### config.mk
export PLATFORM = sky130hd
export DESIGN_NAME = sysid_checker_master
export DESIGN_NICKNAME = d
export VERILOG_FILES = /design/src/rtl/sysid_checker_master_pkg.sv /design/src/rtl/sysid_checker_master_stall_timer.sv /design/src/rtl/sysid_checker_master.sv
export SDC_FILE = /design/constraint.sdc
export NUM_CORES = 1
export LEC_CHECK = 0
export ABC_AREA = 1
export BUFFER_PORTS_ARGS = -buffer_cell sky130_fd_sc_hd__buf_2
export CAP_MARGIN = 20
export CORE_MARGIN = 2
export CORE_UTILIZATION = 40
export CTS_BUF_LIST = sky130_fd_sc_hd__clkbuf_2 sky130_fd_sc_hd__clkbuf_4 sky130_fd_sc_hd__clkbuf_8
export DETAILED_ROUTE_END_ITERATION = 12
export PLACE_DENSITY_LB_ADDON = 0.25
export SLEW_MARGIN = 25
export SYNTH_ARGS = -nofsm -noshare
export SYNTH_HDL_FRONTEND = slang
export SYNTH_HIERARCHICAL = 1
export SYNTH_SLANG_ARGS = --single-unit
### constraint.sdc
create_clock -name clock -period 2.1 [get_ports clock]
set_clock_uncertainty 0.2 [all_clocks]
set_input_delay 0.105 -clock clock [delete_from_list [all_inputs] [get_ports clock]]
set_output_delay 0.105 -clock clock [all_outputs]
set_load 0.03 [all_outputs]
### src/rtl/sysid_checker_master_pkg.sv
// ============================================================================
// sysid_checker_master_pkg
// Shared FSM encoding and sysid word addresses for the sysid slave and checker.
// Revision: 1.0
// ============================================================================
`default_nettype none

package sysid_checker_master_pkg;

    typedef enum logic [1:0] {
        ST_IDLE  = 2'd0,
        ST_RD_ID = 2'd1,
        ST_RD_TS = 2'd2,
        ST_DONE  = 2'd3
    } state_t;

    localparam logic ADDR_ID        = 1'b0;
    localparam logic ADDR_TIMESTAMP = 1'b1;
    localparam int   STALL_CNT_W    = 16;

endpackage

`default_nettype wire

### src/rtl/sysid_checker_master_stall_timer.sv
// ============================================================================
// avm_stall_timer
// Counts waitrequest-stalled cycles and flags when the limit has been reached.
// Revision: 1.0
// ============================================================================
`default_nettype none

module avm_stall_timer
    import sysid_checker_master_pkg::*;
(
    input  logic                   clock,
    input  logic                   reset,
    input  logic                   clear,
    input  logic                   enable,
    input  logic [STALL_CNT_W-1:0] limit,
    output logic                   expired
);

    logic [STALL_CNT_W-1:0] count;

    // Saturates so a stuck enable can never wrap back below the limit.
    always_ff @(posedge clock) begin
        if (reset || clear) begin
            count <= '0;
        end else if (enable && (count != {STALL_CNT_W{1'b1}})) begin
            count <= count + 1'b1;
        end
    end

    assign expired = (count >= limit);

endmodule

`default_nettype wire

### src/rtl/sysid_checker_master.sv
// ============================================================================
// sysid_checker_master
// Reads the sysid ID and timestamp words over Avalon-MM and reports a match.
// Revision: 1.0
// ============================================================================
`default_nettype none

module sysid_checker_master
    import sysid_checker_master_pkg::*;
#(
    parameter logic [31:0] EXPECTED_ID        = 32'd0,
    parameter logic [31:0] EXPECTED_TIMESTAMP = 32'd1764163446,
    parameter int          TIMEOUT_CYCLES     = 255,
    parameter bit          AUTO_START         = 1'b0
) (
    input  logic        clock,
    input  logic        reset,
    input  logic        start,
    output logic        avm_address,
    output logic        avm_read,
    input  logic        avm_waitrequest,
    input  logic [31:0] avm_readdata,
    output logic        busy,
    output logic        done,
    output logic        pass,
    output logic        id_ok,
    output logic        ts_ok,
    output logic        timeout,
    output logic [31:0] id_value,
    output logic [31:0] ts_value
);

    localparam logic [STALL_CNT_W-1:0] LIMIT = STALL_CNT_W'(TIMEOUT_CYCLES);

    state_t state;
    logic   auto_pending;
    logic   in_read;
    logic   launch;
    logic   accept;
    logic   expired;

    assign in_read = (state == ST_RD_ID) || (state == ST_RD_TS);
    assign launch  = ((state == ST_IDLE) || (state == ST_DONE)) && (start || auto_pending);
    assign accept  = in_read && !avm_waitrequest;

    avm_stall_timer u_stall_timer (
        .clock   (clock),
        .reset   (reset),
        .clear   (launch || accept || (in_read && expired)),
        .enable  (in_read && avm_waitrequest && !expired),
        .limit   (LIMIT),
        .expired (expired)
    );

    always_ff @(posedge clock) begin
        if (reset) begin
            state        <= ST_IDLE;
            auto_pending <= AUTO_START;
            avm_address  <= ADDR_ID;
            avm_read     <= 1'b0;
            busy         <= 1'b0;
            done         <= 1'b0;
            pass         <= 1'b0;
            id_ok        <= 1'b0;
            ts_ok        <= 1'b0;
            timeout      <= 1'b0;
            id_value     <= '0;
            ts_value     <= '0;
        end else begin
            auto_pending <= 1'b0;
            case (state)
                ST_IDLE, ST_DONE: begin
                    if (launch) begin
                        state       <= ST_RD_ID;
                        avm_address <= ADDR_ID;
                        avm_read    <= 1'b1;
                        busy        <= 1'b1;
                        done        <= 1'b0;
                        pass        <= 1'b0;
                        id_ok       <= 1'b0;
                        ts_ok       <= 1'b0;
                        timeout     <= 1'b0;
                        id_value    <= '0;
                        ts_value    <= '0;
                    end
                end
                ST_RD_ID: begin
                    // An ID mismatch still proceeds to the timestamp read.
                    if (!avm_waitrequest) begin
                        state       <= ST_RD_TS;
                        avm_address <= ADDR_TIMESTAMP;
                        id_value    <= avm_readdata;
                        id_ok       <= (avm_readdata == EXPECTED_ID);
                    end else if (expired) begin
                        state       <= ST_DONE;
                        avm_address <= ADDR_ID;
                        avm_read    <= 1'b0;
                        busy        <= 1'b0;
                        done        <= 1'b1;
                        timeout     <= 1'b1;
                    end
                end
                ST_RD_TS: begin
                    if (!avm_waitrequest || expired) begin
                        state       <= ST_DONE;
                        avm_address <= ADDR_ID;
                        avm_read    <= 1'b0;
                        busy        <= 1'b0;
                        done        <= 1'b1;
                    end
                    if (!avm_waitrequest) begin
                        ts_value <= avm_readdata;
                        ts_ok    <= (avm_readdata == EXPECTED_TIMESTAMP);
                        pass     <= id_ok && (avm_readdata == EXPECTED_TIMESTAMP);
                    end else if (expired) begin
                        timeout  <= 1'b1;
                    end
                end
                default: begin
                    state <= ST_IDLE;
                end
            endcase
        end
    end

endmodule

`default_nettype wire

**After elaboration in Yosys (flattened, before gate mapping)**

Cells that the tools add are included.
Widths: inputs -> output; s select.

- Add/subtract/negate cells: 1
- Order comparisons: 1
- Equal/unequal tests: 14
- Muxes and demuxes: 28
- Reductions and logical operators: 26

Operator list:

| kind | number |
|---|---|
| $pmux 32 s2 | 2 |
| $mux 32 | 2 |
| $eq 32x31->1 const B | 1 |
| $logic_not 32->1 | 1 |
| $add 16x1->16 const B | 1 |
| $ge 16x8->1 const B | 1 |
| $ne 16x16->1 const B | 1 |
| $mux 1 | 12 |
| $reduce_and 3->1 | 4 |
| $ne 2x2->1 const B | 5 |
| $pmux 1 s3 | 3 |
| $mux 2 | 4 |
| $pmux 1 s2 | 4 |
| $logic_and 1x1->1 | 7 |
| $logic_or 1x1->1 | 6 |
| $ne 2x1->1 const B | 3 |
| $pmux 2 s3 | 1 |
| $eq 2x2->1 const B | 2 |
| $reduce_and 4->1 | 1 |
| $reduce_bool 2->1 | 2 |
| $reduce_or 2->1 | 2 |
| $ne 3x3->1 const B | 1 |
| $eq 2x1->1 const B | 1 |
| $logic_not 1->1 | 2 |
| $logic_not 2->1 | 1 |

- Flip-flop bits (word level): 89
- Input bits: 36
- Output and inout port bits: 72
- Logic and storage cells: 81

**Depth between registers and ports, before layout**

Gate-level depths: netlist of run 1.

- Depth after elaboration: 6
- Mapped depth: 21
- Depth with buffers taken out: 21

**Cells and area by module**

The synthesis of run 1 kept the hierarchy.

Modules (own cells, without submodules):

| module | times used | cells an instance | area each (um^2) | sequential area each (um^2) |
|---|---|---|---|---|
| sysid_checker_master | 1 | 415 | 3,101.7 | 1,461.4 |
| avm_stall_timer | 1 | 219 | 1,366.3 | 320.3 |

**Least setup slack after synthesis of run 1**

OpenSTA, ideal clock, no wires.

- Path type: flip-flop to flip-flop
- From: register u_stall_timer.count[1]
- To: register u_stall_timer.count[9]
- Library setup time: 115 ps
- Data arrival time: 1,994 ps
- Required time: 1,785 ps
- Path slack: -209 ps
- Stages on the path, launching flop included: 20
- Path buffers: 0
- Clock period less this slack: 2,309 ps
- Cell sequence: dfxtp_1 ha_1 nand2_1 nand3b_1 nand2_1 nand2_1 nand2_1 nand2_1 nand2_1 nand2_1 inv_1 nand2_1 nor2_1 nand2_1 nor2_2 nand3_1 nor2_1 nand3_1 nand2_1 nor2_1

- Word-level cells in the longest chain between the ends: 4
- Elaborated cells between the ends (all ways): 9
- Those cells by class: add/sub (1); order compare (1); eq/ne (1); reduce/logical (6)

Ends and longest elaborated chain:

| element | RTL line | text |
|---|---|---|
| from (decl) | sysid_checker_master_stall_timer.sv:19 | `logic [STALL_CNT_W-1:0] count;` |
| from (signal assigned) | sysid_checker_master_stall_timer.sv:26 | `count <= count + 1'b1;` |
| $ge 16x8->1 (*) | sysid_checker_master_stall_timer.sv:30 | `assign expired = (count >= limit);` |
| via expired | sysid_checker_master.sv:40 | `logic expired;` |
| $logic_not 1->1 / $logic_and 1x1->1 (equally long branches) | sysid_checker_master.sv:50, sysid_checker_master.sv:49 |  |
| $logic_and 1x1->1 / $logic_or 1x1->1 (equally long branches) | sysid_checker_master.sv:50, sysid_checker_master.sv:49 |  |
| $logic_and 1x1->1 / $logic_or 1x1->1 (equally long branches) | sysid_checker_master_stall_timer.sv:25, sysid_checker_master_stall_timer.sv:23 |  |

Mark *: on every way through the listed nets, which the timed path passes. The rest lies on a longest branch.
A chain may end at the register's enable or synchronous reset.

**Final worst setup path of run 1**

- From: register u_stall_timer.count[13]
- To: register u_stall_timer.count[10]

The elaborated chain is that of the path after synthesis.

==> results of run 1 <==
## worst reg2reg max path, cell delays in order, from the launching register on
cell and delay, ps:
dfxtp_2 340, ha_1 240, a21oi_1 160, o21ai_1 110, a21oi_2 150, nand2_2 80, inv_2 80, nand2_4 50
nor2_4 130, inv_1 100, nor2_2 120, nand2_2 120, nor2_2 130, nand3_1 90, nand2_1 70, nor2_1 40
## kinds of logic (layout without fill, tap and decap cells)
kind of cell,after synthesis,in the layout
xor+xnor,1,1
flops,89,89
simple gates,332,332
compound gates,103,103
other cells,2,16
fa+ha+maj,19,19
buf+inv,88,249
## power groups by stage
stage                     clock network, mW  logic (mW)  registers [mW]
final                                  1.35        3.13            2.03
after global placement                    0        2.89            2.05
after floorplan                           0        1.95            2.41
after CTS                              1.38        3.03            2.02
after detailed placement                  0        2.91            2.06
after global routing                   1.44        3.44            2.05
## synthesized netlist by cell type (all sizes together), types with 5 or more instances
master,n,share of area
nor3,5,0.0056
clkbuf,10,0.0084
o21ai,10,0.012
nand3,86,0.099
buf,22,0.039
nor2,75,0.076
nand2,160,0.14
a21oi,92,0.10
dfxtp,89,0.40
inv,55,0.047
ha,19,0.053
## state kept, by name, indices dropped and copies added, names as in the netlist
| name | cells |
|---|---|
| avm_address | 1 |
| busy | 1 |
| done | 1 |
| id_ok | 1 |
| id_value | 32 |
| pass | 1 |
| state | 2 |
| timeout | 1 |
| ts_ok | 1 |
| ts_value | 32 |
| u_stall_timer/count | 16 |
## metal layers
layer	share of wire	up-vias
met5	0	-
met1	0.44	2172
met2	0.47	167
li1	-	2379
met3	0.076	17
met4	0.011	0
## area by class of cell
cell class | count | area (um2)
clock buffers | 9 | 124
clock inverters | 7 | 100
fillers | 1052 | 4810
inverters | 56 | 220
multi-input cells | 471 | 2480
flip-flops and latches | 89 | 1790
well taps | 140 | 175
repair buffers | 177 | 1180
## how the worst max path moves through the flow
stage	startpoint	endpoint	slack, ps	cells after the start
2_1_floorplan	u_stall_timer/count[0]	u_stall_timer/count[15]	-40	20
3_3_place_gp	u_stall_timer/count[0]	u_stall_timer/count[9]	-190	20
3_5_place_dp	u_stall_timer/count[0]	u_stall_timer/count[9]	-230	20
4_1_cts	u_stall_timer/count[0]	u_stall_timer/count[9]	-220	20
5_1_grt	u_stall_timer/count[0]	u_stall_timer/count[15]	-360	20
6_report	u_stall_timer/count[13]	u_stall_timer/count[10]	-210	15
## through the flow
stage / power, mW / TNS (ps) / hold WS (ps)
final: 6.51 / -2590 / 130
after floorplan: 4.36 / -119 / 65.0
after global placement: 4.94 / -1880 / 198
after detailed placement: 4.97 / -2480 / 205
after CTS: 6.42 / -2770 / 110
after global routing: 6.93 / -5970 / 161
## repair_timing
item	in CTS	in global routing
hold buffers	35	0
setup endpoints to repair	18	87
pin swaps	4	5
cloned	0	0
setup buffers	3	0
gates resized for setup	15	23
endpoints found under the hold margin	71	0
==> run summary, run 1 <==
- worst path cell trace: ha_1 > a21oi_1 > o21ai_1 > a21oi_2 > nand2_2 > inv_2 > nand2_4 > nor2_4 > inv_1 > nor2_2 > nand2_2 > nor2_2 > nand3_1 > nand2_1 > nor2_1
- TritonCTS clock tree: built
- Worst Path Class, Setup: reg2reg
- number of unique standard cell types used by synthesis: 32
- Yosys Warn Count: 6
- GRT Max-Usage Layer: met2
- placed wire-length estimate: 9.12 mm
- min Tclk post-route: 2310 ps
- Syn Std Cell Area: 0.00447 mm2
- timing-limited maximum frequency: 434 MHz
- area fraction in compound gates after synthesis: 0.117
- startpoint kind of the worst setup timing path: flop
- share of layout cells above drive strength 1: 0.279
- kind of cell with the highest combined delay on the critical path: simple AND/OR/NAND/NOR gates
- worst hold path endpoint: avm_address
- # nets final: 859
- most common cell after layout, fill and taps aside: nand2_1
- count of vias placed by the detailed router: 4,735
- drt total wl: 12.9 mm
- routed vias/inst: 4.99
- die height: 110 um
- switching share of total power: 0.449
- buffer and inverter count on the worst path: 2
- number of inserted diodes: 0
- width of the chip: 110 um
- total DRC errors in the routed layout: 0
- flop2flop setup slack: -210 ps
- proportion of power drawn by the clock network: 0.208
- max-slew violations: 0
- endpoints failing setup: 19
- I/O pin cnt: 108
- port bufs: 107
- Initial DRT Pass Iterations: 5
- commonest cells after routing, fill and taps aside: 146 x nand2_1, 107 x buf_2, 89 x a21oi_1
- full die area: 0.0120 mm2
- number of antenna violations at the first check in global routing: 0
- number of flops mapped to enable cells by yosys: 0
- synthesized-area fraction occupied by and/or/nand/nor cells: 0.332
- global-route wire length before repair: 20.5 mm
- Worst VDD drop: 0.000725 V
- number of DRC markers in iteration 0: 309
- gate count of the mapped netlist: 634
- number of cell rows: 38
- Critical Path RT: 2170 ps
- maximum fanout along the worst path: 4
- buffers from clock root to sink, at most: 2
- leakage power total: 2.71 nW
- fraction of met3 tracks used by global routing: 0.0593
- outcome: finished, violations left
- unrepaired setup endpoints after global routing: yes
- insertion delay to the later sink of the worst-skew pair: 370 ps
- Post-Layout Cell Count: 949
- DP Area: 0.00537 mm2
- routed wire length per instance: 13.6 um
- data arrival time at the worst-slack endpoint: 2380 ps
- antenna violation net count after detailed routing: 0
- class of the worst hold path: in2reg
- routing usage on met1: 0.286
- max-cap check violation count: 0
- Power Density: 1070 mW/mm2
- failing checks: setup timing
- terminus of the critical flop-to-flop path: u_stall_timer/count[10]
- level count of the clock H-tree: 3
- switching power: 2.93 mW
- start of the worst register-to-register path: u_stall_timer/count[13]
- Crit. End Element: flop
- number of placed instances, taps included: 895
- critical-path cell with the highest stage delay: dfxtp_2
- clock root buffer: clkbuf_8
- number of hold violations in the final report: 0
- Num CTS Buffers: 9
- Top FF cell, synth: dfxtp_1
- depth of the worst hold-timing path: 5
- combinational cell fraction of total power: 0.481
- Avg Synthesized Cell Area: 7.05 um2
- hold path start: avm_waitrequest
- Final Core Density: 0.558
- post-synthesis register bit count: 89
- maximum number of pins on one net before global-route repair: 51
- aggregate global-route resource usage: 0.216
- fin area: 0.00608 mm2
- number of cell instances on the worst register-to-register path: 15
- leftover overflow at the end of global routing: 0
- GR Util met2: 0.351
- combinational family with the most area after synthesis: simple AND/OR/NAND/NOR gates
- # clock sinks: 89
- area of the core region: 0.0109 mm2
- growth of design area from synthesis to finish: 36.1%
- arithmetic-cell share of the synthesized area counting full adders, half adders and majority gates: 0.0532
- clock-pin slew of the registers on the worst-case setup and hold paths: 100 ps
- sequential area share after synthesis: 0.399
- ys async rst share: 0
- pre-CTS WS: -232 ps
- Tcrit/Tclk final: 1.10
- vias in the first global route: 4,390
- mux contribution to synthesized area: 0
- least setup slack across all paths after layout: -206 ps
- total internal power: 3.59 mW
- share of power burned in registers: 0.311
- xor/xnor cell area share of the yosys netlist: 0.00196
- Starting Density: 0.410
- weighted congestion at the end of routability-driven global placement: 0.873
- peak per-stage delay on the critical path: 340 ps
No activity file was read; power rests on OpenSTA's default activity.
==> run 2, diff against run 1 <==
--- a/config.mk
+++ b/config.mk
@@ -13,6 +13,7 @@
 export CTS_BUF_LIST = sky130_fd_sc_hd__clkbuf_2 sky130_fd_sc_hd__clkbuf_4 sky130_fd_sc_hd__clkbuf_8
 export DETAILED_ROUTE_END_ITERATION = 12
 export PLACE_DENSITY_LB_ADDON = 0.25
+export RECOVER_POWER = 50
 export SLEW_MARGIN = 25
 export SYNTH_ARGS = -nofsm -noshare
 export SYNTH_HDL_FRONTEND = slang
==> run summary, run 2 (same netlist as run 1, synthesis figures left out) <==
- failing checks: setup timing, unchanged
- max-cap check violation count: 0, unchanged
- leakage power total: 2.41 nW, was 2.71 nW
- level count of the clock H-tree: 3, unchanged
- Power Density: 1080 mW/mm2, was 1070 mW/mm2
- maximum fanout along the worst path: 4, unchanged
- routed wire length per instance: 13.6 um, about the same
- unrepaired setup endpoints after global routing: yes, unchanged
- insertion delay to the later sink of the worst-skew pair: 370 ps, about the same
- Tcrit/Tclk final: 1.10, about the same
- number of cell rows: 38, unchanged
- clock-pin slew of the registers on the worst-case setup and hold paths: 100 ps, about the same
- class of the worst hold path: in2reg, unchanged
- number of inserted diodes: 0, unchanged
- global-route wire length before repair: 20.5 mm, unchanged
- die height: 110 um, unchanged
- full die area: 0.0120 mm2, unchanged
- vias in the first global route: 4,390, unchanged
- Post-Layout Cell Count: 949, unchanged
- share of layout cells above drive strength 1: 0.193, was 0.279
- Critical Path RT: 2170 ps, about the same
- maximum number of pins on one net before global-route repair: 51, unchanged
- PnR Total Power: 6.46 mW, was 6.51 mW
- placed wire-length estimate: 9.12 mm, unchanged
- area of the core region: 0.0109 mm2, unchanged
- min Tclk post-route: 2310 ps, about the same
- growth of design area from synthesis to finish: 34.1%, was 36.1%
- Crit. End Element: flop, unchanged
- largest registers in the final layout: id_value (32), ts_value (32), u_stall_timer/count (16), unchanged
- pre-CTS WS: -232 ps, unchanged
- max-slew violations: 0, unchanged
- leftover overflow at the end of global routing: 0, unchanged
- number of filler instances in the final layout: 1,090, was 1,052
- antenna violation net count after detailed routing: 0, unchanged
- measured slew at the worst slew-check pin: 486 ps
- Initial DRT Pass Iterations: 5, unchanged
- Num CTS Buffers: 9, unchanged
- endpoints failing setup: 19, unchanged
- # nets final: 859, unchanged
- number of antenna violations at the first check in global routing: 0, unchanged
- total DRC errors in the routed layout: 0, unchanged
- most common cell after layout, fill and taps aside: nand2_1, unchanged
- port bufs: 107, unchanged
- weighted congestion at the end of routability-driven global placement: 0.873, unchanged
- number of hold violations in the final report: 0, unchanged
- # clock sinks: 89, unchanged
- Worst Path Class, Setup: reg2reg, unchanged
- DP Area: 0.00537 mm2, unchanged
- Worst VDD drop: 0.000724 V, was 0.000725 V
- I/O pin cnt: 108, unchanged
- routed vias/inst: 4.99, about the same
- outcome: finished, violations left, unchanged
- commonest cells after routing, fill and taps aside: 146 x nand2_1, 89 x a21oi_1, 81 x nand3_1, was 146 x nand2_1, 107 x buf_2, 89 x a21oi_1
- timing-limited maximum frequency: 433 MHz, was 434 MHz
- Rel. slew slack: 0.672
- buffers from clock root to sink, at most: 2, unchanged
- fin area: 0.00599 mm2, was 0.00608 mm2
- number of placed instances, taps included: 895, unchanged
- Starting Density: 0.410, unchanged
- aggregate global-route resource usage: 0.216, unchanged
- width of the chip: 110 um, unchanged
- drt total wl: 12.9 mm, about the same
- TritonCTS clock tree: built, unchanged
- number of DRC markers in iteration 0: 307, was 309
- count of vias placed by the detailed router: 4,739, was 4,735
- data arrival time at the worst-slack endpoint: 2390 ps, was 2380 ps
- least setup slack across all paths after layout: -212 ps, was -206 ps
- startpoint kind of the worst setup timing path: flop, unchanged
- clock root buffer: clkbuf_8, unchanged
-- run 2: repair_timing --
action                                  4_1_cts  5_1_grt
endpoints found under the hold margin        71        0
pin swaps                                     4        5
setup buffers                                 3        0
endpoints found under the setup margin       18       87
hold buffers                                 35        0
gates resized for setup                      15       23
-- run 2: area by class of cell --
class	instances	area, um2	share of cell area
clock buffers	9	124	0.0207
clock inverters	7	100	0.0167
inverters	56	220	0.0368
multi-input cells	471	2480	0.414
flip-flops and latches	89	1790	0.299
well taps	140	175	0.0292
repair buffers	177	1100	0.183
-- run 2: final timing paths --
check | from | to | slack (ps) | depth (start not counted)
worst min register to register | ts_value[2] | ts_value[2] | 270 | 2
worst max register to register | u_stall_timer/count[13] | u_stall_timer/count[10] | -210 | 15
worst max-delay path | u_stall_timer/count[13] | u_stall_timer/count[10] | -210 | 15
worst min-delay path | avm_waitrequest | avm_address | 130 | 5
-- run 2: stage by stage --
| stage | utilization | setup TNS, ps | hold WS [ps] |
|---|---|---|---|
| finish | 0.550 | -2680 | 135 |
| global route | 0.550 | -5970 | 161 |
| CTS | 0.551 | -2770 | 110 |
| detailed placement | 0.493 | -2480 | 205 |
| global placement | 0.493 | -1880 | 198 |
| floorplan | - | -119 | 65.0 |
-- run 2: where the power goes --
group / switching, mW / internal [mW]
Sequential: 0.125 / 1.91
Combinational: 2.14 / 0.948
Clock: 0.667 / 0.683
Total: 2.93 / 3.54
-- run 2: critical path, stage by stage (launching register included) --
cell,delay (ps)
dfxtp_2,340
ha_1,240
a21oi_1,160
o21ai_1,110
a21oi_2,150
nand2_2,80
inv_2,80
nand2_4,50
nor2_4,130
inv_1,100
nor2_2,120
nand2_2,120
nor2_2,130
nand3_1,90
nand2_1,70
nor2_1,40
-- run 2: layer usage --
layer,part of all wire,routed length [um],GRT usage,vias to the layer above
li1,-,-,-,2374
met1,0.44,5720,0.286,2187
met2,0.47,6070,0.351,159
met3,0.071,909,0.0593,19
met4,0.013,161,0.0524,0
met5,0,0,0,-
==> run 3, diff against run 2 <==
--- a/config.mk
+++ b/config.mk
@@ -8,8 +8,9 @@
 export ABC_AREA = 1
 export BUFFER_PORTS_ARGS = -buffer_cell sky130_fd_sc_hd__buf_2
 export CAP_MARGIN = 20
+export CORE_ASPECT_RATIO = 0.9
 export CORE_MARGIN = 2
-export CORE_UTILIZATION = 40
+export CORE_UTILIZATION = 50
 export CTS_BUF_LIST = sky130_fd_sc_hd__clkbuf_2 sky130_fd_sc_hd__clkbuf_4 sky130_fd_sc_hd__clkbuf_8
 export DETAILED_ROUTE_END_ITERATION = 12
 export PLACE_DENSITY_LB_ADDON = 0.25
==> run summary, run 3 (same netlist as run 1, synthesis figures left out) <==
- weighted congestion at the end of routability-driven global placement: 0.845, was 0.873
- routed wire length on met2: 6.27 mm, was 6.07 mm
- PnR Total Power: 6.43 mW, was 6.46 mW
- least setup slack across all paths after layout: -292 ps, was -212 ps
- width of the chip: 104 um, was 110 um
- # clock sinks: 89, unchanged
- routed vias/inst: 5.28, was 4.99
- largest registers in the final layout: id_value (32), ts_value (32), u_stall_timer/count (16), unchanged
- unrepaired setup endpoints after global routing: yes, unchanged
- buffers from clock root to sink, at most: 2, unchanged
- critical-path cell with the highest stage delay: dfxtp_2, unchanged
- growth of design area from synthesis to finish: 36.1%, was 34.1%
- timing-limited maximum frequency: 418 MHz, was 433 MHz
- worst hold-check slack: 25.0 ps, was 135 ps
- clock-pin slew of the registers on the worst-case setup and hold paths: 90 ps, was 100 ps
- worst path cell trace: ha_4 > a21oi_2 > o21ai_1 > a21oi_2 > nand2_2 > inv_2 > nand2_4 > nor2_4 > buf_6 > inv_4 > nor2_4 > nand2_4 > nor2_4 > nand3_2 > nand2_2 > nor2_2, was ha_1 > a21oi_1 > o21ai_1 > a21oi_2 > nand2_2 > inv_2 > nand2_4 > nor2_4 > inv_1 > nor2_2 > nand2_2 > nor2_2 > nand3_1 > nand2_1 > nor2_1
- level count of the clock H-tree: 3, unchanged
- total DRC errors in the routed layout: 0, unchanged
- maximum number of pins on one net before global-route repair: 34, was 51
- met3 routed wirelength: 866 um, was 909 um
- Multi-input gate area: 0.00259 mm2, was 0.00248 mm2
- failing checks: setup timing, unchanged
- drt total wl: 13.2 mm, was 12.9 mm
- measured slew at the worst slew-check pin: 506 ps, was 486 ps
- max-slew violations: 0, unchanged
- min Tclk post-route: 2390 ps, was 2310 ps
- number of hold violations in the final report: 0, unchanged
- Register Area: 0.00179 mm2, unchanged
- full die area: 0.00971 mm2, was 0.0120 mm2
- Power Density: 1060 mW/mm2, was 1080 mW/mm2
- maximum fanout along the worst path: 4, unchanged
- I/O pin cnt: 108, unchanged
- global-route wire length before repair: 21.0 mm, was 20.5 mm
- routed wire length per instance: 14.2 um, was 13.6 um
- Num CTS Buffers: 9, unchanged
- Tcrit/Tclk final: 1.14, was 1.10
- commonest cells after routing, fill and taps aside: 146 x nand2_1, 87 x a21oi_1, 80 x dfxtp_1, was 146 x nand2_1, 89 x a21oi_1, 81 x nand3_1
- startpoint kind of the worst setup timing path: flop, unchanged
- Initial DRT Pass Iterations: 5, unchanged
- vias in the first global route: 4,503, was 4,390
- placed wire-length estimate: 8.86 mm, was 9.12 mm
- leakage power total: 2.43 nW, was 2.41 nW
- outcome: finished, violations left, unchanged
- number of filler instances in the final layout: 716, was 1,090
- Critical Path RT: 2150 ps, was 2170 ps
- leftover overflow at the end of global routing: 0, unchanged
- endpoints failing setup: 19, unchanged
- Crit. End Element: flop, unchanged
- most common cell after layout, fill and taps aside: nand2_1, unchanged
- insertion delay to the later sink of the worst-skew pair: 360 ps, was 370 ps
- area of the core region: 0.00861 mm2, was 0.0109 mm2
- antenna violation net count after detailed routing: 0, unchanged
- share of layout cells above drive strength 1: 0.215, was 0.193
- port bufs: 107, unchanged
- Worst Path Class, Setup: reg2reg, unchanged
- class of the worst hold path: in2reg, unchanged
- die height: 93.7 um, was 110 um
- TritonCTS clock tree: built, unchanged
- peak per-stage delay on the critical path: 370 ps, was 340 ps
- aggregate global-route resource usage: 0.264, was 0.216
- Rel. slew slack: 0.659, was 0.672
- met1 routed wirelength after detailed routing: 5.76 mm, was 5.72 mm
- Worst VDD drop: 0.000697 V, was 0.000724 V
- top layer used by detailed routing: met4, unchanged
- number of inserted diodes: 0, unchanged
- most used cell along the critical path: nor2_4
- clock root buffer: clkbuf_8, unchanged
- data arrival time at the worst-slack endpoint: 2440 ps, was 2390 ps
- number of cell rows: 32, was 38
- Starting Density: 0.519, was 0.410
- number of DRC markers in iteration 0: 315, was 307
- max-cap check violation count: 0, unchanged
- count of vias placed by the detailed router: 4,927, was 4,739
- number of antenna violations at the first check in global routing: 0, unchanged
- # nets final: 864, was 859
## run 3: cell count changes in the layout (fill, tap and decap cells not counted), sizes merged
cell | previous run | this run
inv | 59 | 58
dlygate4sd3 | 35 | 34
buf | 72 | 78
bufinv | 2 | 1
clkinvlp | 0 | 2
## run 3: per-stage QoR
step                cell area, um2  instances   util  setup TNS, ps  worst slack, ps
floorplan                     4610        648      -           -119            -41.6
global placement              5340        875  0.620          -2250             -176
detailed placement            5340        875  0.620          -3720             -336
CTS                           6050        931  0.703          -2600             -235
global route                  6080        933  0.706          -6220             -387
finish                        6080        933  0.706          -3700             -292
## run 3: cell type report
class | instances | share of cell area
tap | 119 | 0.0245
timing repair buffer | 182 | 0.185
inverter | 56 | 0.0366
clock buffer | 9 | 0.0204
multi-input combinational | 471 | 0.426
clock inverter | 7 | 0.0126
sequential | 89 | 0.295
## run 3: worst max-delay path: cells and delay by family (launching register included)
family,cells,cell delay (ps)
flip-flops,1,370
AND/OR/NAND/NOR,9,850
buffers and inverters,3,240
adder cells (fa/ha/maj),1,200
AO/OA/AOI/OAI,3,430
## run 3: final timing paths
kind                                             start                     end  slack, ps  cells past startpoint
worst max register to register  u_stall_timer/count[9]  u_stall_timer/count[8]       -290                     16
worst min-delay path                             reset            id_value[21]         30                      2
worst min register to register            ts_value[10]            ts_value[10]        270                      2
worst max-delay path            u_stall_timer/count[9]  u_stall_timer/count[8]       -290                     16
## run 3: timing repair
action	4_1_cts	5_1_grt
gates cloned	0	0
endpoints found under the hold margin	69	0
resized for setup	35	28
pin swaps	18	17
endpoints found under the setup margin	22	83
hold buffers	34	0
setup buffers	6	2
## run 3: routing by layer
layer / track usage / vias to the layer above
met3: 0.0444 / 28
met1: 0.339 / 2308
met5: 0 / -
met2: 0.454 / 209
met4: 0.0935 / 0
li1: - / 2382
## run 3: power by group
| part | internal (mW) | switching (mW) |
|---|---|---|
| Combinational | 0.990 | 2.21 |
| Clock | 0.559 | 0.647 |
| Sequential | 1.91 | 0.127 |
| Total | 3.45 | 2.98 |
